[src/rtl/ann_sequencer_if.sv]
// Handshake and datapath-control bundle between the inference sequencer and its surroundings.
// master = the sequencer, slave = the go/done requester plus the Neurons datapath.
interface ann_sequencer_if;
  logic       go;
  logic       neu_finish;
  logic       busy;
  logic       done;
  logic       err;
  logic [1:0] gp;
  logic       layer;
  logic [2:0] level;
  logic       neu_start;
  logic       neu_rst;
  logic [3:0] ld;
  logic [1:0] ld_ans;

  modport master (
    input  go, neu_finish,
    output busy, done, err, gp, layer, level, neu_start, neu_rst, ld, ld_ans
  );

  modport slave (
    output go, neu_finish,
    input  busy, done, err, gp, layer, level, neu_start, neu_rst, ld, ld_ans
  );
endinterface

[src/rtl/ann_sequencer.sv]
// Two-layer ANN inference controller: walks hidden then output neuron groups,
// issuing clear/start, level addressing and one-hot load strobes to the datapath.
module ann_sequencer #(
  parameter int L0_GROUPS = 4,
  parameter int L0_LEVELS = 8,
  parameter int L1_GROUPS = 2,
  parameter int L1_LEVELS = 4,
  parameter int TIMEOUT   = 64
) (
  input  logic             clk,
  input  logic             rst,
  ann_sequencer_if.master  bus
);

  localparam int WCNT_W = $clog2(TIMEOUT + 1);

  localparam logic [1:0]        L0_LAST_GP = 2'(L0_GROUPS - 1);
  localparam logic [1:0]        L1_LAST_GP = 2'(L1_GROUPS - 1);
  localparam logic [2:0]        L0_LAST_LV = 3'(L0_LEVELS - 1);
  localparam logic [2:0]        L1_LAST_LV = 3'(L1_LEVELS - 1);
  localparam logic [WCNT_W-1:0] WAIT_LAST  = WCNT_W'(TIMEOUT - 1);

  typedef enum logic [2:0] {
    S_IDLE,
    S_CLR,
    S_RUN,
    S_WAIT,
    S_STORE,
    S_DONE
  } state_t;

  state_t            state_q, state_d;
  logic [1:0]        gp_q, gp_d;
  logic              layer_q, layer_d;
  logic [2:0]        level_q, level_d;
  logic [WCNT_W-1:0] wcnt_q, wcnt_d;
  logic              fin_q, fin_d;

  logic       busy_q, busy_d;
  logic       done_q, done_d;
  logic       err_q, err_d;
  logic       start_q, start_d;
  logic       nrst_q, nrst_d;
  logic [3:0] ld_q, ld_d;
  logic [1:0] ans_q, ans_d;

  logic [1:0] last_gp;
  logic [2:0] last_lv;

  assign last_gp = layer_q ? L1_LAST_GP : L0_LAST_GP;
  assign last_lv = layer_q ? L1_LAST_LV : L0_LAST_LV;

  always_comb begin
    // NOTE: every signal gets a default before the case so no path leaves one unassigned (which would infer a latch).
    state_d = state_q;
    gp_d    = gp_q;
    layer_d = layer_q;
    level_d = level_q;
    wcnt_d  = wcnt_q;
    fin_d   = fin_q;
    busy_d  = 1'b1;
    done_d  = 1'b0;
    err_d   = 1'b0;
    start_d = 1'b0;
    nrst_d  = 1'b0;
    ld_d    = '0;
    ans_d   = '0;

    unique case (state_q)
      S_IDLE: begin
        if (bus.go) begin
          state_d = S_CLR;
          level_d = '0;
          fin_d   = 1'b0;
          nrst_d  = 1'b1;
        end else begin
          busy_d = 1'b0;
        end
      end

      S_CLR: begin
        state_d = S_RUN;
        level_d = '0;
        start_d = 1'b1;
      end

      S_RUN: begin
        // Finish can arrive early; remember it so WAIT leaves on its first cycle.
        if (bus.neu_finish) fin_d = 1'b1;
        if (level_q == last_lv) begin
          state_d = S_WAIT;
          wcnt_d  = '0;
        end else begin
          level_d = level_q + 3'd1;
        end
      end

      S_WAIT: begin
        if (bus.neu_finish || fin_q) begin
          state_d = S_STORE;
          if (layer_q) ans_d = 2'b01 << gp_q[0];
          else         ld_d  = 4'b0001 << gp_q;
        end else if (wcnt_q == WAIT_LAST) begin
          state_d = S_IDLE;
          err_d   = 1'b1;
          busy_d  = 1'b0;
          gp_d    = '0;
          layer_d = 1'b0;
          level_d = '0;
        end else begin
          wcnt_d = wcnt_q + 1'b1;
        end
      end

      S_STORE: begin
        if (gp_q != last_gp || !layer_q) begin
          state_d = S_CLR;
          level_d = '0;
          fin_d   = 1'b0;
          nrst_d  = 1'b1;
          if (gp_q != last_gp) begin
            gp_d = gp_q + 2'd1;
          end else begin
            gp_d    = '0;
            layer_d = 1'b1;
          end
        end else begin
          state_d = S_DONE;
          done_d  = 1'b1;
        end
      end

      S_DONE: begin
        state_d = S_IDLE;
        busy_d  = 1'b0;
        gp_d    = '0;
        layer_d = 1'b0;
        level_d = '0;
      end

      default: begin
        state_d = S_IDLE;
        busy_d  = 1'b0;
        gp_d    = '0;
        layer_d = 1'b0;
        level_d = '0;
      end
    endcase
  end

  // Async reset also kills any in-flight strobe in the same cycle it is asserted.
  always_ff @(posedge clk or posedge rst) begin
    if (rst) begin
      state_q <= S_IDLE;
      gp_q    <= '0;
      layer_q <= 1'b0;
      level_q <= '0;
      wcnt_q  <= '0;
      fin_q   <= 1'b0;
      busy_q  <= 1'b0;
      done_q  <= 1'b0;
      err_q   <= 1'b0;
      start_q <= 1'b0;
      nrst_q  <= 1'b0;
      ld_q    <= '0;
      ans_q   <= '0;
    end else begin
      // NOTE: non-blocking updates so every register samples the pre-edge values of the others.
      state_q <= state_d;
      gp_q    <= gp_d;
      layer_q <= layer_d;
      level_q <= level_d;
      wcnt_q  <= wcnt_d;
      fin_q   <= fin_d;
      busy_q  <= busy_d;
      done_q  <= done_d;
      err_q   <= err_d;
      start_q <= start_d;
      nrst_q  <= nrst_d;
      ld_q    <= ld_d;
      ans_q   <= ans_d;
    end
  end

  assign bus.busy      = busy_q;
  assign bus.done      = done_q;
  assign bus.err       = err_q;
  assign bus.gp        = gp_q;
  assign bus.layer     = layer_q;
  assign bus.level     = level_q;
  assign bus.neu_start = start_q;
  assign bus.neu_rst   = nrst_q;
  assign bus.ld        = ld_q;
  assign bus.ld_ans    = ans_q;

endmodule

[src/flat_wrapper.sv]
// flat-port wrapper written by rule: the top's interface ports become plain ports
module ann_sequencer_flat 
#(
  parameter int L0_GROUPS = 4,
  parameter int L0_LEVELS = 8,
  parameter int L1_GROUPS = 2,
  parameter int L1_LEVELS = 4,
  parameter int TIMEOUT   = 64
)
  (clk, rst, bus_go, bus_neu_finish, bus_busy, bus_done, bus_err, bus_gp, bus_layer, bus_level, bus_neu_start, bus_neu_rst, bus_ld, bus_ld_ans);
  ann_sequencer_if bus_i ();
  input  logic clk;
  input  logic rst;
  input wire logic [$bits(bus_i.go)-1:0] bus_go;
  input wire logic [$bits(bus_i.neu_finish)-1:0] bus_neu_finish;
  output wire logic [$bits(bus_i.busy)-1:0] bus_busy;
  output wire logic [$bits(bus_i.done)-1:0] bus_done;
  output wire logic [$bits(bus_i.err)-1:0] bus_err;
  output wire logic [$bits(bus_i.gp)-1:0] bus_gp;
  output wire logic [$bits(bus_i.layer)-1:0] bus_layer;
  output wire logic [$bits(bus_i.level)-1:0] bus_level;
  output wire logic [$bits(bus_i.neu_start)-1:0] bus_neu_start;
  output wire logic [$bits(bus_i.neu_rst)-1:0] bus_neu_rst;
  output wire logic [$bits(bus_i.ld)-1:0] bus_ld;
  output wire logic [$bits(bus_i.ld_ans)-1:0] bus_ld_ans;
  assign bus_i.go = bus_go;
  assign bus_i.neu_finish = bus_neu_finish;
  assign bus_busy = bus_i.busy;
  assign bus_done = bus_i.done;
  assign bus_err = bus_i.err;
  assign bus_gp = bus_i.gp;
  assign bus_layer = bus_i.layer;
  assign bus_level = bus_i.level;
  assign bus_neu_start = bus_i.neu_start;
  assign bus_neu_rst = bus_i.neu_rst;
  assign bus_ld = bus_i.ld;
  assign bus_ld_ans = bus_i.ld_ans;
  ann_sequencer #(.L0_GROUPS(L0_GROUPS), .L0_LEVELS(L0_LEVELS), .L1_GROUPS(L1_GROUPS), .L1_LEVELS(L1_LEVELS), .TIMEOUT(TIMEOUT)) u_core (.clk(clk), .rst(rst), .bus(bus_i));
endmodule
[config.mk]
export PLATFORM = sky130hd
export DESIGN_NAME = ann_sequencer_flat
export DESIGN_NICKNAME = d
export VERILOG_FILES = /design/src/rtl/ann_sequencer_if.sv /design/src/rtl/ann_sequencer.sv /design/src/flat_wrapper.sv
export SDC_FILE = /design/constraint.sdc
export NUM_CORES = 1
export LEC_CHECK = 0
export CAP_MARGIN = 10
export CORE_UTILIZATION = 52
export DETAILED_ROUTE_END_ITERATION = 10
export PLACE_DENSITY = 0.8
export SETUP_SLACK_MARGIN = 0.02
export SLEW_MARGIN = 20
export SYNTH_ARGS = -nofsm -noshare
export SYNTH_HDL_FRONTEND = slang
export SYNTH_SLANG_ARGS = --single-unit
export TNS_END_PERCENT = 10
[constraint.sdc]
create_clock -name clk -period 2 [get_ports clk]
set_input_delay 0.4 -clock clk [delete_from_list [all_inputs] [get_ports clk]]
set_output_delay 0.4 -clock clk [all_outputs]
set_load 0.05 [all_outputs]
* Word-level counts from Yosys, hierarchy flattened *
Index checks and enable logic that the tools add are counted.

storage, ports and cells
  register bits = 28
  bits of input ports = 4
  output and inout port bits = 17
  logic and storage cells = 99

operators by class
  shift operators = 2
  equal/unequal tests = 17
  bitwise operators = 1
  multiplexer cells = 49
  add/sub/neg operators = 3
  reduce and logical (&&, ||, !) cells = 14

operators with widths
  cell                                                                count
  3-bit 2-to-1 mux                                                    10
  7-bit 2-to-1 mux                                                    3
  1-bit 2-to-1 mux                                                    17
  2-bit 2-to-1 mux                                                    8
  3-bit one-hot mux with 5 select lines                               1
  7-bit one-hot mux with 2 select lines                               1
  4-bit 2-to-1 mux                                                    3
  2-bit != test (second input constant)                               6
  3-bit one-hot mux with 4 select lines                               1
  4-bit AND reduction                                                 3
  5-bit AND reduction                                                 2
  1-bit one-hot mux with 3 select lines                               3
  7-bit by 1-bit adder with 7-bit output (second input constant)      1
  7-bit by 6-bit == test with 1-bit output (second input constant)    1
  3-bit by 2-bit == test with 1-bit output (second input constant)    2
  2-bit by 1-bit != test with 1-bit output (second input constant)    3
  2-bit one-hot mux with 3 select lines                               1
  3-bit OR reduction                                                  2
  1-bit by 2-bit left shift with 4-bit output (first input constant)  1
  3-bit by 1-bit adder with 3-bit output (second input constant)      1
  3-bit by 1-bit == test with 1-bit output (second input constant)    1
  3-bit == test                                                       1
  3-bit == test (second input constant)                               1
  3-bit logical NOT                                                   1
  11 further kinds                                                    12

* Depth between registers and ports, before layout *
Gate-level depths: netlist (run 1).

  word-level depth = 5
  mapped depth = 6
  mapped depth without buffers = 5

* Least setup slack after synthesis (run 1) *
No wires, ideal clock.

  path kind = reg-to-reg
  start = reg u_core.layer_q (netlist: u_core.bus.layer)
  end = reg u_core.level_q[0] (netlist: u_core.bus.level[0])
  library setup time = 0.125 ns
  setup slack = 0.141 ns
  buffers on the path = 1
  stages on the path, launching flop included = 7
  clock period less this slack = 1.859 ns
  data required time = 1.875 ns
  data arrival time = 1.734 ns
  cells stage by stage = dfrtp_1 clkbuf_8 and3b_1 and3_1 nor2_2 nand3_1 mux2_2

on the way
  word-level cells in the longest chain between the ends = 5
  elaborated cells on any way between the ends = 9
  those cells by class = eq/ne: 4; mux: 2; reduce/logical: 3

RTL lines
  item                                                       RTL line              text
  start: declaration                                         ann_sequencer.sv:34   logic layer_q, layer_d;
  start signal: assignment                                   ann_sequencer.sv:171  layer_q <= layer_d;
  2-bit 2-to-1 mux                                           ann_sequencer.sv:50   assign last_gp = layer_q ? L1_LAST_GP : L0_LAST_GP;
  2-bit != test                                              ann_sequencer.sv:116  if (gp_q != last_gp || !layer_q) begin
  1-bit logical OR                                           ann_sequencer.sv:116
  2-bit by 1-bit != test with 1-bit output (no source line)  -
  5-bit AND reduction (no source line) *                     -
  end signal: assignment                                     ann_sequencer.sv:172  level_q <= level_d;
  end: declaration                                           ann_sequencer.sv:35   logic [2:0] level_q, level_d;

Every way passes the cells marked *; elsewhere a longest branch is shown, timed or not.
A chain may end at the register's enable or synchronous reset.

* Worst setup path in the final report (run 1) *
  start = reg u_core.level_q[1] (netlist: u_core.bus.level[1])
  end = out bus_level[1]

RTL lines
  item              RTL line            text
  end: declaration  flat_wrapper.sv:21  output wire logic [$bits(bus_i.level)-1:0] bus_level;

No word-level cell between the ends.

==> flow_summary.yaml, run 1 <==
global_route:
  grt_pass1_wl_mm: 4.44
  grt_max_degree: 29
  overflow: 0
  grt_pass1_vias: 1021
  antenna_found_initial: 0
  grt_usage_pct: 22.1
cts:
  clk_pin_slew_ns: 0.14
  cts.sinks: 28
  htreeDepth: 1
  postCtsSetupBuffers: 0
  clock_latency_ns: 0.32
  cts_made_buffers: 3
  cts_tree: "built"
  clockBufferDepth: 2
  postCtsHoldBufs: 0
  clockRootBuffer: "clkbuf_4"
timing:
  clock_skew_ns: 0.00546
  slew_headroom_pct: 66.9
  hold_viol: 0
  fin_crit_sh_pct: 96.8
  finalSetupViolations: 0
  rsz0062_at_grt: "true"
  tns_ns: 0
  worst_slew_pin_slew_ns: 0.495
  maxSlewViolCount: 0
  period_minus_slack_ns: 1.94
  fmax_mhz: 517
layout:
  layout-drive-gt1-share_pct: 10.5
  stdcell_area_um2: 1600
  nNetsFinal: 163
  fin_cells: 182
  area_growth_pct: 19.9
  antenna_cells: 0
routing:
  wl_per_cell_um: 14.6
  route.vias.total: 1047
  drc: 0
  via_per_inst: 5.75
  ant_nets: 0
  drt_pass1_iterations: 4
  drt_iter0_drc: 35
  wirelength_mm: 2.65
yosys:
  synthArstFlopShare_pct: 100
  postSynthCellCount: 128
  synth_seq_cells: 28
  syn_area_per_cell_um2: 10.4
  yosysUniqueCellTypes: 36
  yosys_warnings: 0
  synth_edf_count: 0
  ys_seq_area_share_pct: 52.4
  syn_nets: 138
  ys.flop_type: "dfrtp_1"
  syn_area_um2: 1340
job:
  maxCapViolations: 0
power:
  power.leakage_nw: 0.796
  cellPowerDensity_nw_per_um2: 1290
  ir_worst_vdd_uv: 1010
critical_path:
  required_ns: 1.60
  max_stage_delay_ns: 0.81
  cp_slowest_cell: "clkdlybuf4s50_1"
  crit_path_start_kind: "register"
  path_buf_inv: 1
  crit_path_end_kind: "output pin"
  crit_arrival_ns: 1.54
  crit_type: "reg -> out"
  cp_top_family: "buffers and inverters"
  rrSetupSlack_ns: 0.27
  path_cells: "clkdlybuf4s50_1"
  cp_max_fo: 3
min_path:
  hold_class: "in -> async"
floorplanning:
  initial_core_util_pct: 54.4
  die_h_um: 52.7
  die_w_um: 52.7
  num_rows: 18
  die_area_um2: 2780
  io_pins: 21
  core_area_um2: 2450
place:
  port_buffers: 20
  dp_hpwl_mm: 1.97
  placed_cells: 178
  place_congestion: 0.909
  placed_cell_area_um2: 1570
status:
  status: "finished, final reports clean"
==> registers in the layout, summed over array words and instances, names as in the netlist <==
signal / flops
u_core.bus.err: 1
u_core.bus.level: 3
u_core.bus.gp: 2
u_core.wcnt_q: 7
u_core.state_q: 3
u_core.bus.done: 1
u_core.bus.neu_rst: 1
u_core.bus.busy: 1
u_core.bus.ld: 4
u_core.bus.layer: 1
u_core.fin_q: 1
u_core.bus.neu_start: 1
u_core.bus.ld_ans: 2
==> worst paths after layout <==
path,from,end,cells past startpoint
max,u_core.bus.level[1]$_DFFE_PP0P_,bus_level[1],1
min,rst,u_core.wcnt_q[3]$_DFFE_PP0P_,3
max reg2reg,u_core.state_q[2]$_DFFE_PP0P_,u_core.wcnt_q[2]$_DFFE_PP0P_,5
min reg2reg,u_core.wcnt_q[1]$_DFFE_PP0P_,u_core.wcnt_q[1]$_DFFE_PP0P_,2
max in group asynchronous,rst,u_core.bus.layer$_DFFE_PP0P_,3
min in group clk,u_core.wcnt_q[1]$_DFFE_PP0P_,u_core.wcnt_q[1]$_DFFE_PP0P_,2
==> per-stage QoR <==
step / setup slack, ns / hold slack [ns] / power, W / util, %
global route: 0.00115 / 0.434 / 0.00221 / 65.3
detailed placement: -0.110 / 0.497 / 0.00181 / 63.8
floorplan: 0.141 / 0.451 / 0.00152 / -
finish: 0.0647 / 0.412 / 0.00207 / 65.3
CTS: 0.0221 / 0.424 / 0.00207 / 65.2
global placement: 0.0748 / 0.468 / 0.00175 / 63.8
==> synthesized netlist by cell type, types with 2 or more instances <==
library cell  instances  share of area, %
o31ai_1               2               1.1
a31oi_1               3               1.4
dfrtp_1              28                52
nor2b_1               2              0.94
nand2_1              10               2.8
o21ai_0              13               4.9
and3_1                7               3.3
inv_1                 9               2.5
nor3_1                3               1.1
and2_1                4               1.9
nor2_1                9               2.5
a21oi_1               4               1.5
nand3_1               5               1.9
a211oi_1              2               1.1
ha_1                  6               5.6
==> repair_timing <==
item / 4_1_cts / 5_1_grt
gates resized for setup: 2 / 1
endpoints found under the setup margin: 2 / 2
hold endpoints to repair: 0 / 0
==> final cells by class <==
class	count	area, um^2
tap	30	37.5
sequential	28	701
fill	213	852
multi-input combinational	88	577
clock buffer	4	36.3
timing repair buffer	23	218
inverter	9	33.8
==> where the power goes <==
part	total (W)	leakage (nW)	internal, W	switching (W)
clock	0.000271	0.0210	0.000111	0.000159
sequential	0.000867	0.373	0.000702	0.000164
combinational	0.000932	0.402	0.000331	0.000601
total	0.00207	0.796	0.00114	0.000924
==> logic make-up after synthesis <==
group | Yosys count | share of synthesized area, %
AND/OR/NAND/NOR | 50 | 21.6
adder cells (fa/ha/maj) | 6 | 5.62
multiplexers | 2 | 1.59
AO/OA/AOI/OAI | 29 | 13.7
buffers and inverters | 12 | 4.40
XOR/XNOR | 1 | 0.656
flip-flops | 28 | 52.4
==> routing by layer <==
layer / global-route usage (%) / wire (um) / vias to the layer above
met1: 27.0 / 1120 / 495
li1: - / - / 495
met2: 38.6 / 1330 / 50
met5: 0 / 0 / -
met3: 2.90 / 155 / 7
met4: 9.65 / 38 / 0
==> placed cells by master (no fill, tap or decap), types with 2 or more instances in the layout <==
cell	n
o31ai_1	2
dlygate4sd2_1	2
nor2_1	9
and2_1	4
dfrtp_1	28
o21ai_0	13
nor2b_1	2
nor3_1	3
and3_1	7
ha_1	6
a211oi_1	2
buf_4	5
clkbuf_4	3
a31oi_1	3
inv_1	9
nand3_1	5
a21oi_1	4
clkdlybuf4s50_1	15
nand2_1	10
(Power assumes the default switching activity.)
==> run 2: changes to the inputs <==
--- a/config.mk
+++ b/config.mk
@@ -5,7 +5,6 @@
 export SDC_FILE = /design/constraint.sdc
 export NUM_CORES = 1
 export LEC_CHECK = 0
-export CAP_MARGIN = 10
 export CORE_UTILIZATION = 52
 export DETAILED_ROUTE_END_ITERATION = 10
 export PLACE_DENSITY = 0.8
==> results of run 2 <==
No change in the layout: final DEF, timing and power equal those of run 1.
